[config.mk]
export PLATFORM = sky130hd
export DESIGN_NAME = regfile_write_arbiter_flat
export DESIGN_NICKNAME = d
export VERILOG_FILES = /design/src/rtl/regfile_write_arbiter_if.sv /design/src/rtl/regfile_write_arbiter.sv /design/src/flat_wrapper.sv
export SDC_FILE = /design/constraint.sdc
export NUM_CORES = 1
export LEC_CHECK = 0
export CAP_MARGIN = 10
export CORE_MARGIN = 2
export CORE_UTILIZATION = 38
export CTS_BUF_LIST = sky130_fd_sc_hd__clkbuf_2 sky130_fd_sc_hd__clkbuf_4 sky130_fd_sc_hd__clkbuf_8
export DETAILED_ROUTE_END_ITERATION = 10
export GPL_ROUTABILITY_DRIVEN = 0
export PLACE_DENSITY = 0.9
export SETUP_SLACK_MARGIN = 0.5
export SYNTH_ARGS = -nofsm -noshare
export SYNTH_HDL_FRONTEND = slang
export SYNTH_SLANG_ARGS = --single-unit
[constraint.sdc]
create_clock -name clk -period 2.6 [get_ports clk]
set_input_delay 0.52 -clock clk [delete_from_list [all_inputs] [get_ports clk]]
set_output_delay 0.52 -clock clk [all_outputs]
set_load 0.005 [all_outputs]
[src/rtl/regfile_write_arbiter_if.sv]
// Register-file write arbiter bus: three requester channels, the clear
// control pair and the shared register-file write port.
// master = requesters/controller side, slave = arbiter side.
interface regfile_write_arbiter_if #(
  parameter int DW = 32,
  parameter int AW = 5
);
  // Requester 0: pipeline writeback
  logic          req0_valid;
  logic [AW-1:0] req0_addr;
  logic [DW-1:0] req0_data;
  logic          req0_ready;
  // Requester 1: multi-cycle unit
  logic          req1_valid;
  logic [AW-1:0] req1_addr;
  logic [DW-1:0] req1_data;
  logic          req1_ready;
  // Requester 2: debug/loader port
  logic          req2_valid;
  logic [AW-1:0] req2_addr;
  logic [DW-1:0] req2_data;
  logic          req2_ready;
  // Register-file clear control
  logic          clr_start;
  logic          clr_busy;
  logic          clr_done;
  // Shared register-file write port
  logic          rf_we;
  logic [AW-1:0] rf_waddr;
  logic [DW-1:0] rf_wdata;

  modport master (
    output req0_valid, req0_addr, req0_data,
    output req1_valid, req1_addr, req1_data,
    output req2_valid, req2_addr, req2_data,
    output clr_start,
    input  req0_ready, req1_ready, req2_ready,
    input  clr_busy, clr_done,
    input  rf_we, rf_waddr, rf_wdata
  );

  modport slave (
    input  req0_valid, req0_addr, req0_data,
    input  req1_valid, req1_addr, req1_data,
    input  req2_valid, req2_addr, req2_data,
    input  clr_start,
    output req0_ready, req1_ready, req2_ready,
    output clr_busy, clr_done,
    output rf_we, rf_waddr, rf_wdata
  );
endinterface

[src/rtl/regfile_write_arbiter.sv]
// Register-file write arbiter.
// Shares one register-file write port between the pipeline writeback (0),
// the multi-cycle unit (1) and the debug/loader port (2) with round-robin
// arbitration, and runs a hardware clear sequence writing zero to
// registers 1..2**AW-1 on consecutive cycles.
// Build option: define REGFILE_ARB_DEBUG_PORT_EN to let requester 2
// take part in arbitration; otherwise its ready is tied low and only
// requesters 0 and 1 are arbitrated.
module regfile_write_arbiter #(
  parameter int DW = 32,
  parameter int AW = 5
) (
  input  logic                   clk,
  input  logic                   rst,
  regfile_write_arbiter_if.slave bus
);

`ifdef REGFILE_ARB_DEBUG_PORT_EN
  localparam int NREQ = 3;
`else
  localparam int NREQ = 2;
`endif

  typedef enum logic {
    IDLE  = 1'b0,
    CLEAR = 1'b1
  } state_t;

  state_t        state_q, state_d;
  logic [1:0]    ptr_q, ptr_d;
  logic [AW-1:0] cnt_q, cnt_d;
  logic          cnt_last;

  logic [2:0]    vld;
  logic [2:0]    gnt;
  logic [1:0]    gidx;
  logic [1:0]    srch;
  logic          found;
  logic          arb_en;
  logic [AW-1:0] gaddr;
  logic [DW-1:0] gdata;

  logic          rf_we_p1;
  logic [AW-1:0] rf_waddr_p1;
  logic [DW-1:0] rf_wdata_p1;
  logic          clr_done_p1;

  // Next requester index in round-robin order, wrapping at NREQ.
  function automatic logic [1:0] wrap_inc(input logic [1:0] n);
    if (n >= 2'(NREQ - 1)) return 2'd0;
    else                   return n + 2'd1;
  endfunction

  assign vld[0] = bus.req0_valid;
  assign vld[1] = bus.req1_valid;
`ifdef REGFILE_ARB_DEBUG_PORT_EN
  assign vld[2] = bus.req2_valid;
`else
  assign vld[2] = 1'b0;
  logic unused_req2;
  assign unused_req2 = ^{bus.req2_valid, bus.req2_addr, bus.req2_data, gnt[2]};
`endif

  // Grants only in IDLE; a clear request or reset blocks every grant.
  assign arb_en   = (state_q == IDLE) && !bus.clr_start && !rst;
  assign cnt_last = (cnt_q == {AW{1'b1}});

  // Round-robin search from the pointer; first valid requester wins.
  always_comb begin
    gnt   = 3'b000;
    gidx  = ptr_q;
    found = 1'b0;
    srch  = ptr_q;
    for (int k = 0; k < NREQ; k++) begin
      if (arb_en && !found && vld[srch]) begin
        gnt[srch] = 1'b1;
        gidx      = srch;
        found     = 1'b1;
      end
      srch = wrap_inc(srch);
    end
  end

  // Select address/data of the granted requester.
  always_comb begin
    gaddr = bus.req0_addr;
    gdata = bus.req0_data;
    case (gidx)
      2'd1: begin
        gaddr = bus.req1_addr;
        gdata = bus.req1_data;
      end
`ifdef REGFILE_ARB_DEBUG_PORT_EN
      2'd2: begin
        gaddr = bus.req2_addr;
        gdata = bus.req2_data;
      end
`endif
      default: ;
    endcase
  end

  assign bus.req0_ready = gnt[0];
  assign bus.req1_ready = gnt[1];
`ifdef REGFILE_ARB_DEBUG_PORT_EN
  assign bus.req2_ready = gnt[2];
`else
  assign bus.req2_ready = 1'b0;
`endif
  assign bus.clr_busy   = (state_q == CLEAR);

  // Next-state logic: clear entry/exit, clear counter and pointer update.
  always_comb begin
    state_d = state_q;
    cnt_d   = cnt_q;
    ptr_d   = ptr_q;
    case (state_q)
      IDLE: begin
        if (bus.clr_start) begin
          state_d = CLEAR;
          cnt_d   = AW'(1);
        end else if (found) begin
          ptr_d = wrap_inc(gidx);
        end
      end
      CLEAR: begin
        cnt_d = cnt_q + AW'(1);
        if (cnt_last) state_d = IDLE;
      end
      default: state_d = IDLE;
    endcase
  end

  // Control state register; the pointer is held across a clear.
  always_ff @(posedge clk or posedge rst) begin
    if (rst) begin
      state_q <= IDLE;
      ptr_q   <= 2'd0;
      cnt_q   <= AW'(1);
    end else begin
      state_q <= state_d;
      ptr_q   <= ptr_d;
      cnt_q   <= cnt_d;
    end
  end

  // ---- stage p1: registered register-file write port ----
  // Writes to register 0 are accepted but suppressed.
  always_ff @(posedge clk or posedge rst) begin
    if (rst) begin
      rf_we_p1    <= 1'b0;
      rf_waddr_p1 <= '0;
      rf_wdata_p1 <= '0;
      clr_done_p1 <= 1'b0;
    end else begin
      rf_we_p1    <= 1'b0;
      clr_done_p1 <= 1'b0;
      if (state_q == CLEAR) begin
        rf_we_p1    <= 1'b1;
        rf_waddr_p1 <= cnt_q;
        rf_wdata_p1 <= '0;
        clr_done_p1 <= cnt_last;
      end else if (found) begin
        rf_we_p1    <= |gaddr;
        rf_waddr_p1 <= gaddr;
        rf_wdata_p1 <= gdata;
      end
    end
  end

  assign bus.rf_we    = rf_we_p1;
  assign bus.rf_waddr = rf_waddr_p1;
  assign bus.rf_wdata = rf_wdata_p1;
  assign bus.clr_done = clr_done_p1;

endmodule

[src/flat_wrapper.sv]
// flat-port wrapper written by rule: the top's interface ports become plain ports
module regfile_write_arbiter_flat 
#(
  parameter int DW = 32,
  parameter int AW = 5
)
  (clk, rst, bus_req0_valid, bus_req0_addr, bus_req0_data, bus_req1_valid, bus_req1_addr, bus_req1_data, bus_req2_valid, bus_req2_addr, bus_req2_data, bus_clr_start, bus_req0_ready, bus_req1_ready, bus_req2_ready, bus_clr_busy, bus_clr_done, bus_rf_we, bus_rf_waddr, bus_rf_wdata);
  regfile_write_arbiter_if #(.DW(DW), .AW(AW)) bus_i ();
  input  logic clk;
  input  logic rst;
  input wire logic [$bits(bus_i.req0_valid)-1:0] bus_req0_valid;
  input wire logic [$bits(bus_i.req0_addr)-1:0] bus_req0_addr;
  input wire logic [$bits(bus_i.req0_data)-1:0] bus_req0_data;
  input wire logic [$bits(bus_i.req1_valid)-1:0] bus_req1_valid;
  input wire logic [$bits(bus_i.req1_addr)-1:0] bus_req1_addr;
  input wire logic [$bits(bus_i.req1_data)-1:0] bus_req1_data;
  input wire logic [$bits(bus_i.req2_valid)-1:0] bus_req2_valid;
  input wire logic [$bits(bus_i.req2_addr)-1:0] bus_req2_addr;
  input wire logic [$bits(bus_i.req2_data)-1:0] bus_req2_data;
  input wire logic [$bits(bus_i.clr_start)-1:0] bus_clr_start;
  output wire logic [$bits(bus_i.req0_ready)-1:0] bus_req0_ready;
  output wire logic [$bits(bus_i.req1_ready)-1:0] bus_req1_ready;
  output wire logic [$bits(bus_i.req2_ready)-1:0] bus_req2_ready;
  output wire logic [$bits(bus_i.clr_busy)-1:0] bus_clr_busy;
  output wire logic [$bits(bus_i.clr_done)-1:0] bus_clr_done;
  output wire logic [$bits(bus_i.rf_we)-1:0] bus_rf_we;
  output wire logic [$bits(bus_i.rf_waddr)-1:0] bus_rf_waddr;
  output wire logic [$bits(bus_i.rf_wdata)-1:0] bus_rf_wdata;
  assign bus_i.req0_valid = bus_req0_valid;
  assign bus_i.req0_addr = bus_req0_addr;
  assign bus_i.req0_data = bus_req0_data;
  assign bus_i.req1_valid = bus_req1_valid;
  assign bus_i.req1_addr = bus_req1_addr;
  assign bus_i.req1_data = bus_req1_data;
  assign bus_i.req2_valid = bus_req2_valid;
  assign bus_i.req2_addr = bus_req2_addr;
  assign bus_i.req2_data = bus_req2_data;
  assign bus_i.clr_start = bus_clr_start;
  assign bus_req0_ready = bus_i.req0_ready;
  assign bus_req1_ready = bus_i.req1_ready;
  assign bus_req2_ready = bus_i.req2_ready;
  assign bus_clr_busy = bus_i.clr_busy;
  assign bus_clr_done = bus_i.clr_done;
  assign bus_rf_we = bus_i.rf_we;
  assign bus_rf_waddr = bus_i.rf_waddr;
  assign bus_rf_wdata = bus_i.rf_wdata;
  regfile_write_arbiter #(.DW(DW), .AW(AW)) u_core (.clk(clk), .rst(rst), .bus(bus_i));
endmodule
==> reports/results.ini, run 1 <==
[status]
outcome = finished, final reports clean

[floorplan]
fp.dieArea_sq_um = 7554
die_h_um = 86.92
start_util = 0.3888
ios = 160
row_count = 30
fp.coreArea_sq_um = 6719
chipWidth_um = 86.92

[clocking]
cts-hold-fix-buffers = 0
clockBufferDepth = 2
path_clk_slew_ns = 0.09
cts_tree = built
clk_latency_ns = 0.29
cts_num_sinks = 47
htreeDepth = 2
numCtsBuffers = 5
cts-root-buf = clkbuf_8

[timing]
finalHoldViolCount = 0
post-route-period-util = 0.9037
min_period_ns = 2.350
setup_violations = 0
fin_skew_ns = 0.01338
fmax_mhz = 425.6
rsz0062_at_grt = true
finalMaxSlewViolations = 0
fin_hold_ws_ns = 0.5192
fin_ws_ns = 0.2504
fin_setup_tns_ns = 0

[power_and_ir_drop]
powerDensity_nw_per_um2 = 726.1
p_leak_nw = 1.880
total_power_mw = 3.244
ir_drop_v = 0.0003666

[synthesis]
async_reset_ff_frac = 1.000
synth_area_per_cell_sq_um = 10.58
synthesis.area_sq_um = 2613
synthCells = 247
synth-seq-area-share = 0.4507
synth.ff_latch_count = 47
syn_nets = 371
synth_cell_types = 37
synth_warnings = 0
synth-main-ff-cell = dfrtp_1
synth_edf_count = 0

[final_layout]
finalInstanceArea_sq_um = 4468
final_cells = 471
seqCellArea_sq_um = 1181
finalCoreUtilization = 0.6650
mostFrequentLayoutCells = clkdlybuf4s50_1, dfrtp_1, a21oi_1
multiInputGateArea_sq_um = 1443
nNetsFinal = 514
syn2layout_area_growth_pct = 71.03
final_common_cell = clkdlybuf4s50_1
fill_cells = 508
drive_gt1_frac = 0.2174
insertedDiodeCount = 0

[placed_design]
hpwl_mm = 5.159
post-place-ws_ns = -0.2076
port_buffers = 120
placedCellCount = 440
postPlaceCellArea_sq_um = 3964

[critical_path]
cp_max_fo = 7
cp_data_required_time_ns = 2.77
path_cells = inv_2 -> ha_4 -> nand3b_1 -> nand2_2 -> nand3_2 -> mux2i_2 -> ha_4 -> buf_12 -> buf_12 -> mux2i_2 -> a211oi_2
crit_path_top_delay_cell = dfrtp_2
cp_slowest_stage_delay_ns = 0.45
cp-end-kind = register
critPathKind = reg -> reg
cp.arrival_ns = 2.52
critPathTopFamily = multiplexers
path_buf_inv = 3
start_kind = register

[routing]
drc = 0
viasPerCell = 5.338
wirelength_mm = 7.804
drt-wirelength-per-cell_um = 16.57
drt_pass1_iterations = 4
drt-initial-drc-count = 62
ant_nets = 0
num_vias = 2514

[global_route]
grt_max_degree = 41
grt_usage = 0.2083
overflow = 0
grt_antenna_before_repair = 0
grt_pass1_vias = 2571
grt_pass1_wl_mm = 12.36

[worst_hold_path]
hold_class = reg -> reg

[flow_run]
max_cap_viol_count = 0

==> synth_stat cells (all sizes together) (4+ instances only) <==
library cell / count / area [sq um]
a211oi: 38 / 290.3
a21oi: 34 / 170.2
buf: 13 / 100.1
clkbuf: 11 / 41.29
dfrtp: 46 / 1151
ha: 7 / 87.58
inv: 7 / 26.28
mux2i: 41 / 410.4
nand2: 7 / 26.28
nand2b: 4 / 25.02
nand3: 4 / 20.02
==> worst paths after layout <==
check	from	endpoint	slack (ns)	depth (start not counted)
max in group asynchronous	rst	u_core.ptr_q[0]	1.33	3
worst max register to register	u_core.ptr_q[0]	u_core.bus.rf_wdata[28]	0.25	11
worst min-delay path	u_core.bus.rf_waddr[1]	u_core.bus.rf_waddr[1]	0.52	1
worst min register to register	u_core.bus.rf_waddr[1]	u_core.bus.rf_waddr[1]	0.52	1
min in group asynchronous	rst	u_core.bus.rf_waddr[0]	0.65	2
worst max-delay path	u_core.ptr_q[0]	u_core.bus.rf_wdata[28]	0.25	11
==> state kept, by name, summed over array words and instances (netlist names) <==
register             cells
u_core.bus.clr_busy      1
u_core.bus.rf_wdata     32
u_core.bus.rf_we         1
u_core.ptr_q             2
u_core.bus.clr_done      1
u_core.bus.rf_waddr      5
u_core.cnt_q             5
==> where the power goes <==
group	internal, mW	switching [mW]
registers	0.840	0.0874
logic	1.08	0.788
clock network	0.210	0.236
total	2.13	1.11
==> area by class of cell <==
type | instances | area share
multi-input combinational | 169 | 0.3229
timing repair buffer | 160 | 0.3640
sequential | 47 | 0.2644
clock inverter | 1 | 0.001120
tap | 80 | 0.02240
clock buffer | 7 | 0.01876
inverter | 7 | 0.006441
==> layer usage <==
metal,track usage,wire length (um)
met5,0,0
met4,0.07386,123
met3,0.04455,389
met2,0.3588,4126
met1,0.2573,3164
==> logic make-up (layout without fill, tap and decap cells) <==
| family | after synthesis | count (layout) | share of synthesized area |
|---|---|---|---|
| buffers and inverters | 31 | 175 | 0.06418 |
| flip-flops | 47 | 47 | 0.4507 |
| XOR/XNOR | 2 | 2 | 0.006706 |
| other | 1 | 1 | 0.001435 |
| multiplexers | 42 | 42 | 0.1614 |
| AO/OA/AOI/OAI | 86 | 86 | 0.2184 |
| adder cells (fa/ha/maj) | 7 | 7 | 0.03352 |
| AND/OR/NAND/NOR | 31 | 31 | 0.06371 |
==> what timing repair did <==
item,CTS,global route
resized for setup,32,19
cloned,3,0
setup buffers,13,7
endpoints found under the setup margin,42,42
pin swaps,17,17
No activity file was read; power rests on OpenSTA's default activity.
==> inputs of run 2 (changes only) <==
--- a/config.mk
+++ b/config.mk
@@ -7,11 +7,10 @@
 export LEC_CHECK = 0
 export CAP_MARGIN = 10
 export CORE_MARGIN = 2
-export CORE_UTILIZATION = 38
-export CTS_BUF_LIST = sky130_fd_sc_hd__clkbuf_2 sky130_fd_sc_hd__clkbuf_4 sky130_fd_sc_hd__clkbuf_8
+export CORE_UTILIZATION = 37
 export DETAILED_ROUTE_END_ITERATION = 10
 export GPL_ROUTABILITY_DRIVEN = 0
-export PLACE_DENSITY = 0.9
+export PLACE_DENSITY = 0.88
 export SETUP_SLACK_MARGIN = 0.5
 export SYNTH_ARGS = -nofsm -noshare
 export SYNTH_HDL_FRONTEND = slang
==> reports/results.ini, run 2 (synthesis results as in run 1) <==
[status]
outcome = finished, final reports clean

[final_layout]
largest_reg_flops = 32  ; unchanged
fill_cells = 555  ; +9.3%
multiInputGateArea_sq_um = 1406  ; -2.5%
mostFrequentLayoutCells = clkdlybuf4s50_1, dfrtp_1, a211oi_1
finalCoreUtilization = 0.6498  ; -0.01517
final_common_cell = clkdlybuf4s50_1
nNetsFinal = 508  ; -1.2%
insertedDiodeCount = 0  ; unchanged
drive_gt1_frac = 0.1792  ; -0.03817
syn2layout_area_growth_pct = 69.92
seqCellArea_sq_um = 1179  ; -0.21%

[timing]
fin_setup_tns_ns = 0  ; unchanged
finalHoldViolCount = 0  ; unchanged
setup_violations = 0  ; unchanged
fin_skew_ns = 0.008733  ; -0.004647 ns
min_period_ns = 2.404  ; +0.05472 ns
finalMaxSlewViolations = 0  ; unchanged
fin_ws_ns = 0.1956  ; -0.05472 ns
post-route-period-util = 0.9248  ; +0.02105
fmax_mhz = 415.9  ; -2.3%
max_slew_margin = 0.5715
rsz0062_at_grt = true
worstMarginPinSlew_ns = 0.6419

[clocking]
numCtsBuffers = 5  ; unchanged
cts-root-buf = clkbuf_8
path_clk_slew_ns = 0.08  ; about the same
cts_num_sinks = 47  ; unchanged
clk_latency_ns = 0.29  ; about the same
htreeDepth = 2  ; unchanged
clockBufferDepth = 2  ; unchanged
cts_tree = built

[global_route]
grt_antenna_before_repair = 0  ; unchanged
grt_usage = 0.1968  ; -0.01149
grt_max_degree = 56  ; +37%
overflow = 0  ; unchanged
grt_pass1_wl_mm = 12.00  ; -3.0%
grt_pass1_vias = 2562  ; -0.35%

[critical_path]
cp_max_fo = 8  ; +1
cp.arrival_ns = 2.59  ; +0.07 ns
reg2reg_setup_slack_ns = 0.20  ; -0.05 ns
r2r_cells = 13  ; +2
start_kind = register
rr_startpoint = u_core.ptr_q[0]
crit_start = u_core.ptr_q[0]
r2r_end = u_core.bus.rf_we
cp_data_required_time_ns = 2.78  ; about the same
crit_end = u_core.bus.rf_we
critPathKind = reg -> reg
cp-end-kind = register

[floorplan]
ios = 160  ; unchanged
die_h_um = 88.03  ; +1.3%
start_util = 0.3824  ; -0.006409
chipWidth_um = 88.03  ; +1.3%
fp.dieArea_sq_um = 7749  ; +2.6%
fp.coreArea_sq_um = 6832  ; +1.7%
row_count = 30  ; unchanged

[placed_design]
post-place-ws_ns = -0.2454  ; -0.03775 ns
hpwl_mm = 5.299  ; +2.7%
port_buffers = 120  ; unchanged

[power_and_ir_drop]
ir_drop_v = 0.0003690  ; +0.66%
p_leak_nw = 1.864  ; -0.84%
powerDensity_nw_per_um2 = 714.1  ; -1.7%

[routing]
drt-initial-drc-count = 85  ; +37%
wirelength_mm = 7.852  ; +0.62%
drt_pass1_iterations = 4  ; unchanged
viasPerCell = 5.104  ; -4.4%
drt-wirelength-per-cell_um = 16.32  ; -1.5%
ant_nets = 0  ; unchanged
drc = 0  ; unchanged
num_vias = 2455  ; -2.3%

[worst_hold_path]
hold_class = reg -> reg

[flow_run]
max_cap_viol_count = 0  ; unchanged

-- run 2: worst min-delay path by stage --
stage                      startpoint                      to  cells after the start
6_report       u_core.bus.rf_waddr[1]  u_core.bus.rf_waddr[1]                      1
5_1_grt        u_core.bus.rf_waddr[2]  u_core.bus.rf_waddr[2]                      1
4_1_cts        u_core.bus.rf_waddr[2]  u_core.bus.rf_waddr[2]                      1
3_5_place_dp   u_core.bus.rf_waddr[2]  u_core.bus.rf_waddr[2]                      1
3_3_place_gp   u_core.bus.rf_waddr[1]  u_core.bus.rf_waddr[1]                      1
2_1_floorplan  u_core.bus.rf_waddr[1]  u_core.bus.rf_waddr[1]                      1
-- run 2: stage by stage --
step / hold WS (ns) / total power, mW / std cells / instance area [sq um]
4_1_cts: 0.5342 / 3.042 / 476 / 4337
2_1_floorplan: 0.4957 / 1.786 / 247 / 2656
5_1_grt: 0.5520 / 3.369 / 481 / 4439
3_5_place_dp: 0.5015 / 2.232 / 456 / 4021
6_report: 0.5228 / 3.170 / 481 / 4439
3_3_place_gp: 0.4972 / 2.197 / 456 / 4021
-- run 2: layer usage --
metal | track usage | up-vias | wire [um]
met5 | 0 | - | 0
met4 | 0.07025 | 0 | 161
met3 | 0.04241 | 18 | 593
met2 | 0.3506 | 100 | 3927
met1 | 0.2342 | 1152 | 3170
li1 | - | 1185 | -
-- run 2: power breakdown --
group / leakage, nW / internal [mW] / total, mW / switching, mW
Sequential: 0.621 / 0.838 / 0.922 / 0.0834
Combinational: 1.19 / 1.00 / 1.77 / 0.770
Clock: 0.0505 / 0.242 / 0.477 / 0.235
-- run 2: area by class of cell --
| type | instances | area share |
|---|---|---|
| clock inverters | 1 | 0.001691 |
| well taps | 96 | 0.02706 |
| clock buffers | 7 | 0.02170 |
| flip-flops and latches | 47 | 0.2655 |
| inverters | 7 | 0.005919 |
| repair buffers | 154 | 0.3613 |
| multi-input cells | 169 | 0.3168 |
-- run 2: worst max-delay path, stage by stage (launching register included) --
cell      delay, ns
dfrtp_1        0.42
inv_2          0.09
ha_4           0.19
nand3b_1       0.21
nand2_2        0.15
nand3_4        0.10
mux2i_4        0.22
ha_4           0.19
buf_12         0.13
buf_12         0.13
nor3_4         0.10
a22o_1         0.16
nand2_1        0.05
a21o_1         0.15
-- run 2: what timing repair did --
item / in CTS / in global routing
gates resized for setup: 24 / 10
pin swaps: 23 / 5
endpoints found under the setup margin: 41 / 42
setup buffers: 10 / 4
gates cloned: 2 / 1
hold buffers: 0 / 0
